==> config.mk <==
export PLATFORM = sky130hd
export DESIGN_NAME = vlsu_txn_issuer
export DESIGN_NICKNAME = d
export VERILOG_FILES = /design/src/rtl/vlsu_txn_issuer.sv
export SDC_FILE = /design/constraint.sdc
export NUM_CORES = 1
export LEC_CHECK = 0
export CAP_MARGIN = 20
export CORE_MARGIN = 2
export CORE_UTILIZATION = 42
export DETAILED_ROUTE_END_ITERATION = 6
export HOLD_SLACK_MARGIN = 0.06
export MAX_ROUTING_LAYER = met4
export PLACE_DENSITY_LB_ADDON = 0.05
export SLEW_MARGIN = 20
export SYNTH_ARGS = -nofsm -noshare
export SYNTH_HDL_FRONTEND = slang
export SYNTH_SLANG_ARGS = --single-unit
==> constraint.sdc <==
create_clock -name clk_i -period 2.8 [get_ports clk_i]
set_clock_uncertainty 0.1 [all_clocks]
set_input_delay 0.56 -clock clk_i [delete_from_list [all_inputs] [get_ports clk_i]]
set_output_delay 0.56 -clock clk_i [all_outputs]
set_load 0.005 [all_outputs]
==> src/rtl/vlsu_txn_issuer.sv <==
// Turns page-bounded txn descriptors into AXI4 INCR AR/AW requests under a credit limit.
// Latency 1 cycle, no bubble; input stalls on held output or exhausted credits. Optional stats: VLSU_TXN_ISSUER_STATS_EN.
module vlsu_txn_issuer #(
    parameter int unsigned AddrWidth      = 64,
    parameter int unsigned AxiDataWidth   = 128,
    parameter int unsigned IdWidth        = 4,
    parameter int unsigned TxnCntWidth    = 8,
    parameter int unsigned MaxOutstanding = 8
) (
    input  logic                                  clk_i,
    input  logic                                  rst_i,
    input  logic                                  meta_valid_i,
    output logic                                  meta_ready_o,
    input  logic [IdWidth-1:0]                    req_id_i,
    input  logic                                  is_load_i,
    input  logic [AddrWidth-1:0]                  seg_base_addr_i,
    input  logic [TxnCntWidth-1:0]                txn_cnt_i,
    input  logic [TxnCntWidth-1:0]                txn_num_i,
    input  logic [13:0]                           lt_n_i,
    output logic                                  ar_valid_o,
    input  logic                                  ar_ready_i,
    output logic                                  aw_valid_o,
    input  logic                                  aw_ready_i,
    output logic [AddrWidth-2:0]                  ax_addr_o,
    output logic [7:0]                            ax_len_o,
    output logic [2:0]                            ax_size_o,
    output logic [IdWidth-1:0]                    ax_id_o,
    input  logic                                  rsp_done_i,
    output logic [$clog2(MaxOutstanding+1)-1:0]   outstanding_o,
`ifdef VLSU_TXN_ISSUER_STATS_EN
    output logic [31:0]                           stat_ar_cnt_o,
    output logic [31:0]                           stat_aw_cnt_o,
    output logic [31:0]                           stat_stall_cnt_o,
`endif
    output logic                                  idle_o
);

    localparam int unsigned LogB = $clog2(AxiDataWidth / 8);
    localparam int unsigned CntW = $clog2(MaxOutstanding + 1);

    logic [AddrWidth-1:0] page_base;
    logic [AddrWidth-1:0] start_nib;
    logic [12:0]          start_off;
    logic [13:0]          end_off;
    logic [13:0]          end_sum;
    logic [11:0]          bs;
    logic [12:0]          be;
    logic [13:0]          span;
    logic [7:0]           len_d;
    logic                 unused_bits;

    logic                 reg_vld_q;
    logic                 is_load_q;
    logic [CntW-1:0]      cnt_q;
    logic                 ax_rdy_sel;
    logic                 meta_hs;
    logic                 ax_hs;
    logic                 dec;

    // Later txns start on their own page; only the first one honours the in-page offset.
    assign page_base = {seg_base_addr_i[AddrWidth-1:13], 13'b0} + (AddrWidth'(txn_cnt_i) << 13);
    assign start_nib = (txn_cnt_i == '0) ? seg_base_addr_i : page_base;
    assign start_off = (txn_cnt_i == '0) ? seg_base_addr_i[12:0] : 13'd0;
    assign end_off   = (txn_cnt_i == txn_num_i) ? lt_n_i : 14'd8192;
    assign end_sum   = end_off + 14'd1;

    // Byte span measured page-relative; the page base is beat aligned so the math stays narrow.
    assign bs    = start_off[12:1];
    assign be    = end_sum[13:1];
    assign span  = 14'(bs[LogB-1:0]) + 14'(be) - 14'(bs) + 14'(AxiDataWidth / 8 - 1);
    assign len_d = 8'((span >> LogB) - 14'd1);

    assign unused_bits = ^{start_nib[0], start_off[0], end_sum[0]};

    assign ax_rdy_sel   = is_load_q ? ar_ready_i : aw_ready_i;
    assign ax_hs        = reg_vld_q & ax_rdy_sel;
    assign meta_ready_o = (~reg_vld_q | ax_rdy_sel) & (cnt_q < CntW'(MaxOutstanding));
    assign meta_hs      = meta_valid_i & meta_ready_o;
    assign dec          = rsp_done_i & (cnt_q != '0);

    assign ar_valid_o    = reg_vld_q & is_load_q;
    assign aw_valid_o    = reg_vld_q & ~is_load_q;
    assign ax_size_o     = 3'(LogB);
    assign outstanding_o = cnt_q;
    assign idle_o        = ~reg_vld_q & (cnt_q == '0);

    always_ff @(posedge clk_i or posedge rst_i) begin
        if (rst_i) begin
            reg_vld_q <= 1'b0;
            is_load_q <= 1'b0;
            ax_addr_o <= '0;
            ax_len_o  <= '0;
            ax_id_o   <= '0;
        end else if (meta_hs) begin
            reg_vld_q <= 1'b1;
            is_load_q <= is_load_i;
            ax_addr_o <= start_nib[AddrWidth-1:1];
            ax_len_o  <= len_d;
            ax_id_o   <= req_id_i;
        end else if (ax_hs) begin
            reg_vld_q <= 1'b0;
        end
    end

    always_ff @(posedge clk_i or posedge rst_i) begin
        if (rst_i) begin
            cnt_q <= '0;
        end else if (meta_hs && !dec) begin
            cnt_q <= cnt_q + CntW'(1);
        end else if (dec && !meta_hs) begin
            cnt_q <= cnt_q - CntW'(1);
        end
    end

`ifdef VLSU_TXN_ISSUER_STATS_EN
    always_ff @(posedge clk_i or posedge rst_i) begin
        if (rst_i) begin
            stat_ar_cnt_o    <= '0;
            stat_aw_cnt_o    <= '0;
            stat_stall_cnt_o <= '0;
        end else begin
            if (ar_valid_o && ar_ready_i) stat_ar_cnt_o <= stat_ar_cnt_o + 32'd1;
            if (aw_valid_o && aw_ready_i) stat_aw_cnt_o <= stat_aw_cnt_o + 32'd1;
            if (meta_valid_i && !meta_ready_o) stat_stall_cnt_o <= stat_stall_cnt_o + 32'd1;
        end
    end
`endif

endmodule

==> run metrics <==
n_diodes 0; Final WS setup -1.162 ns; Skew-Pair Late Insertion Delay 0.34 ns; vias in the first global route 5,724; Initial DRT Pass Iterations 4; TritonCTS clock tree built; hold buffers post-CTS 0; CP endpoint kind register; final std cells w/o fill 1,118; Post-synth EDFFs 0; hold crit path type reg2reg; H-tree depth 3; area grow syn2layout 71.10%; CTS max path bufs 2; fin crit share 141.5%; Max-cap violations 0; antenna-violating nets left 0; clk slew on worst S/H paths 0.06 ns; Place WS -1.980 ns; Cell Area, Synth 5415 sq um; Fin. Hold Viols 0; pin count of the biggest net entering global routing 100; DRC 0; Yosys Warn Count 0; CP startpoint kind primary input; leakage dissipation 4.035 nW; Primary FF master, synth dfrtp_1; top post-synthesis cells by count nand2_1, dfrtp_1, o21ai_0; initial antenna violation count 0; asr flop ratio synth 100.0%; critical path peak fanout 3; Required @ worst endpoint 2.95 ns; grt ovf 0; violated checks negative setup slack; Max Slew Vio Count 0; outcome finished, violations left; Placed Cells 1,082; # IOs 191; die area 13,820 sq um; setup TNS -6.090 ns; Synth Register Bits 81; vias 5,567; FP Rows 41; Yosys cell types 59; total power 5.764 mW; Die W 117.6 microns; crit path DAT 4.11 ns; sequential fraction of the synthesis area 37.43%; Avg Cell Area, Syn 8.555 sq um; unrepaired setup endpoints after global routing true; Starting Density 42.91%; # fillers 1,020; initial DRC count 189; post-synth top area cell dfrtp_1; Routed WL 16,630 microns; Die Y 117.6 microns; fin nets 1,077; Syn Inst Count 633; port bufs 185; Root Buffer clkbuf_16; global-route wire length before repair 27,100 microns; number of CTS-inserted buffers 9; via/cell ratio 4.979; Final Setup Violations 8; f_max 0.2524 GHz; GRT Util Overall 24.52%; critical path class in2reg; Max VDD drop 0.0004699 V; pwr dens 622.1 nW/um^2; floorplan core area 12,620 sq um; share of cells above drive strength 1 27.59%; Routed wire per std cell 14.87 microns; Area contributors post-synth dfrtp_1, nand2_1, xnor2_1; final core utilization 73.42%; top-count cell post-synth nand2_1; post-layout min period 3.962 ns; Final HPWL DP 12,710 microns; GPL Wtd Cong 0.8739; top-area cell type share of the netlist area 37.43%; clk sinks 81
routing by layer:
| metal | part of all wire, % | global-route usage [%] |
|---|---|---|
| met1 | 41 | 27.97 |
| met4 | 2.4 | 8.509 |
| met2 | 52 | 43.68 |
| met5 | 0 | - |
| met3 | 4.3 | 4.021 |
flip-flops by register name (all words and copies together) (netlist names):
name           cells
outstanding_o      4
is_load_q          1
reg_vld_q          1
ax_len_o           8
ax_id_o            4
ax_addr_o         63
cell usage in the layout, fill, tap and decap left out, types with 4 or more instances in the layout:
master / n
nor2_4: 5
nand2_1: 125
ha_1: 20
clkbuf_16: 9
buf_6: 16
xnor2_1: 29
xor2_1: 37
a21oi_1: 9
o21ai_0: 37
buf_4: 126
a21oi_2: 9
ha_4: 8
nand3_2: 6
nor3_1: 4
clkdlybuf4s50_1: 162
nand4_1: 9
o21ai_1: 27
dlygate4sd2_1: 4
o21a_1: 4
inv_1: 18
and3_1: 15
buf_2: 7
nand3_1: 24
a31oi_1: 4
a21o_1: 5
nand2_2: 4
nor2_1: 37
and3_4: 6
xnor2_2: 13
dfrtp_1: 81
where the power goes:
group / switching, mW / total [mW] / internal [mW]
registers: 0.298 / 1.95 / 1.66
clock network: 0.479 / 1.26 / 0.785
logic: 1.05 / 2.55 / 1.50
area by class of cell:
| cell class | count | area, sq um | area share, % |
|---|---|---|---|
| timing repair buffer | 321 | 2913 | 31.44 |
| clock inverter | 4 | 77.57 | 0.8373 |
| sequential | 81 | 2027 | 21.88 |
| multi-input combinational | 506 | 3709 | 40.03 |
| inverter | 22 | 87.58 | 0.9453 |
| tap | 172 | 215.2 | 2.323 |
| clock buffer | 12 | 236.5 | 2.552 |
what timing repair did:
action / CTS / global route
cloned: 0 / 0
pin swaps: 44 / 50
gates resized for setup: 119 / 64
endpoints found under the hold margin: 0 / 0
setup endpoints to repair: 52 / 49
setup buffers: 13 / 8
critical path, cell delays in order:
cell	delay, ns
buf_8	0.10
xnor2_2	0.13
and4_1	0.24
and3_4	0.20
ha_4	0.13
and3_4	0.17
nand3_2	0.06
xor2_1	0.14
nor2_1	0.06
ha_1	0.33
ha_4	0.26
a21o_1	0.15
a21o_1	0.15
a21o_1	0.16
a21oi_2	0.12
o21ai_2	0.10
xor2_2	0.21
nor3b_4	0.28
mux2_4	0.19
o211ai_1	0.09
nor4_2	0.26
metrics by stage:
stage	hold slack [ns]	cell area, sq um
6_report	0.3705	9265
5_1_grt	0.4045	9265
4_1_cts	0.3753	8989
3_5_place_dp	0.3635	8461
3_3_place_gp	0.3485	8461
2_1_floorplan	0.3628	5612
worst paths after layout:
check	startpoint	end	slack, ns	depth (start not counted)
worst max register to register	outstanding_o[0]	outstanding_o[3]	0.30	10
worst min register to register	ax_addr_o[1]	ax_addr_o[1]	0.37	2
min in group asynchronous	rst_i	outstanding_o[2]	0.43	2
worst min-delay path	ax_addr_o[1]	ax_addr_o[1]	0.37	2
worst max-delay path	txn_cnt_i[3]	ax_len_o[7]	-1.16	21
max in group asynchronous	rst_i	ax_addr_o[26]	1.53	3
cells by family after synthesis:
group,Yosys count,synth area share [%]
and+or+nand+nor,268,23.15
AOI/OAI and AO/OA,117,13.45
xor gates and xnor gates,82,13.75
DFF,81,37.43
buffers and inverters,47,3.651
adders and majority gates,31,7.440
muxes,5,0.9935
other,2,0.1387
No activity file was read; power rests on OpenSTA's default activity.
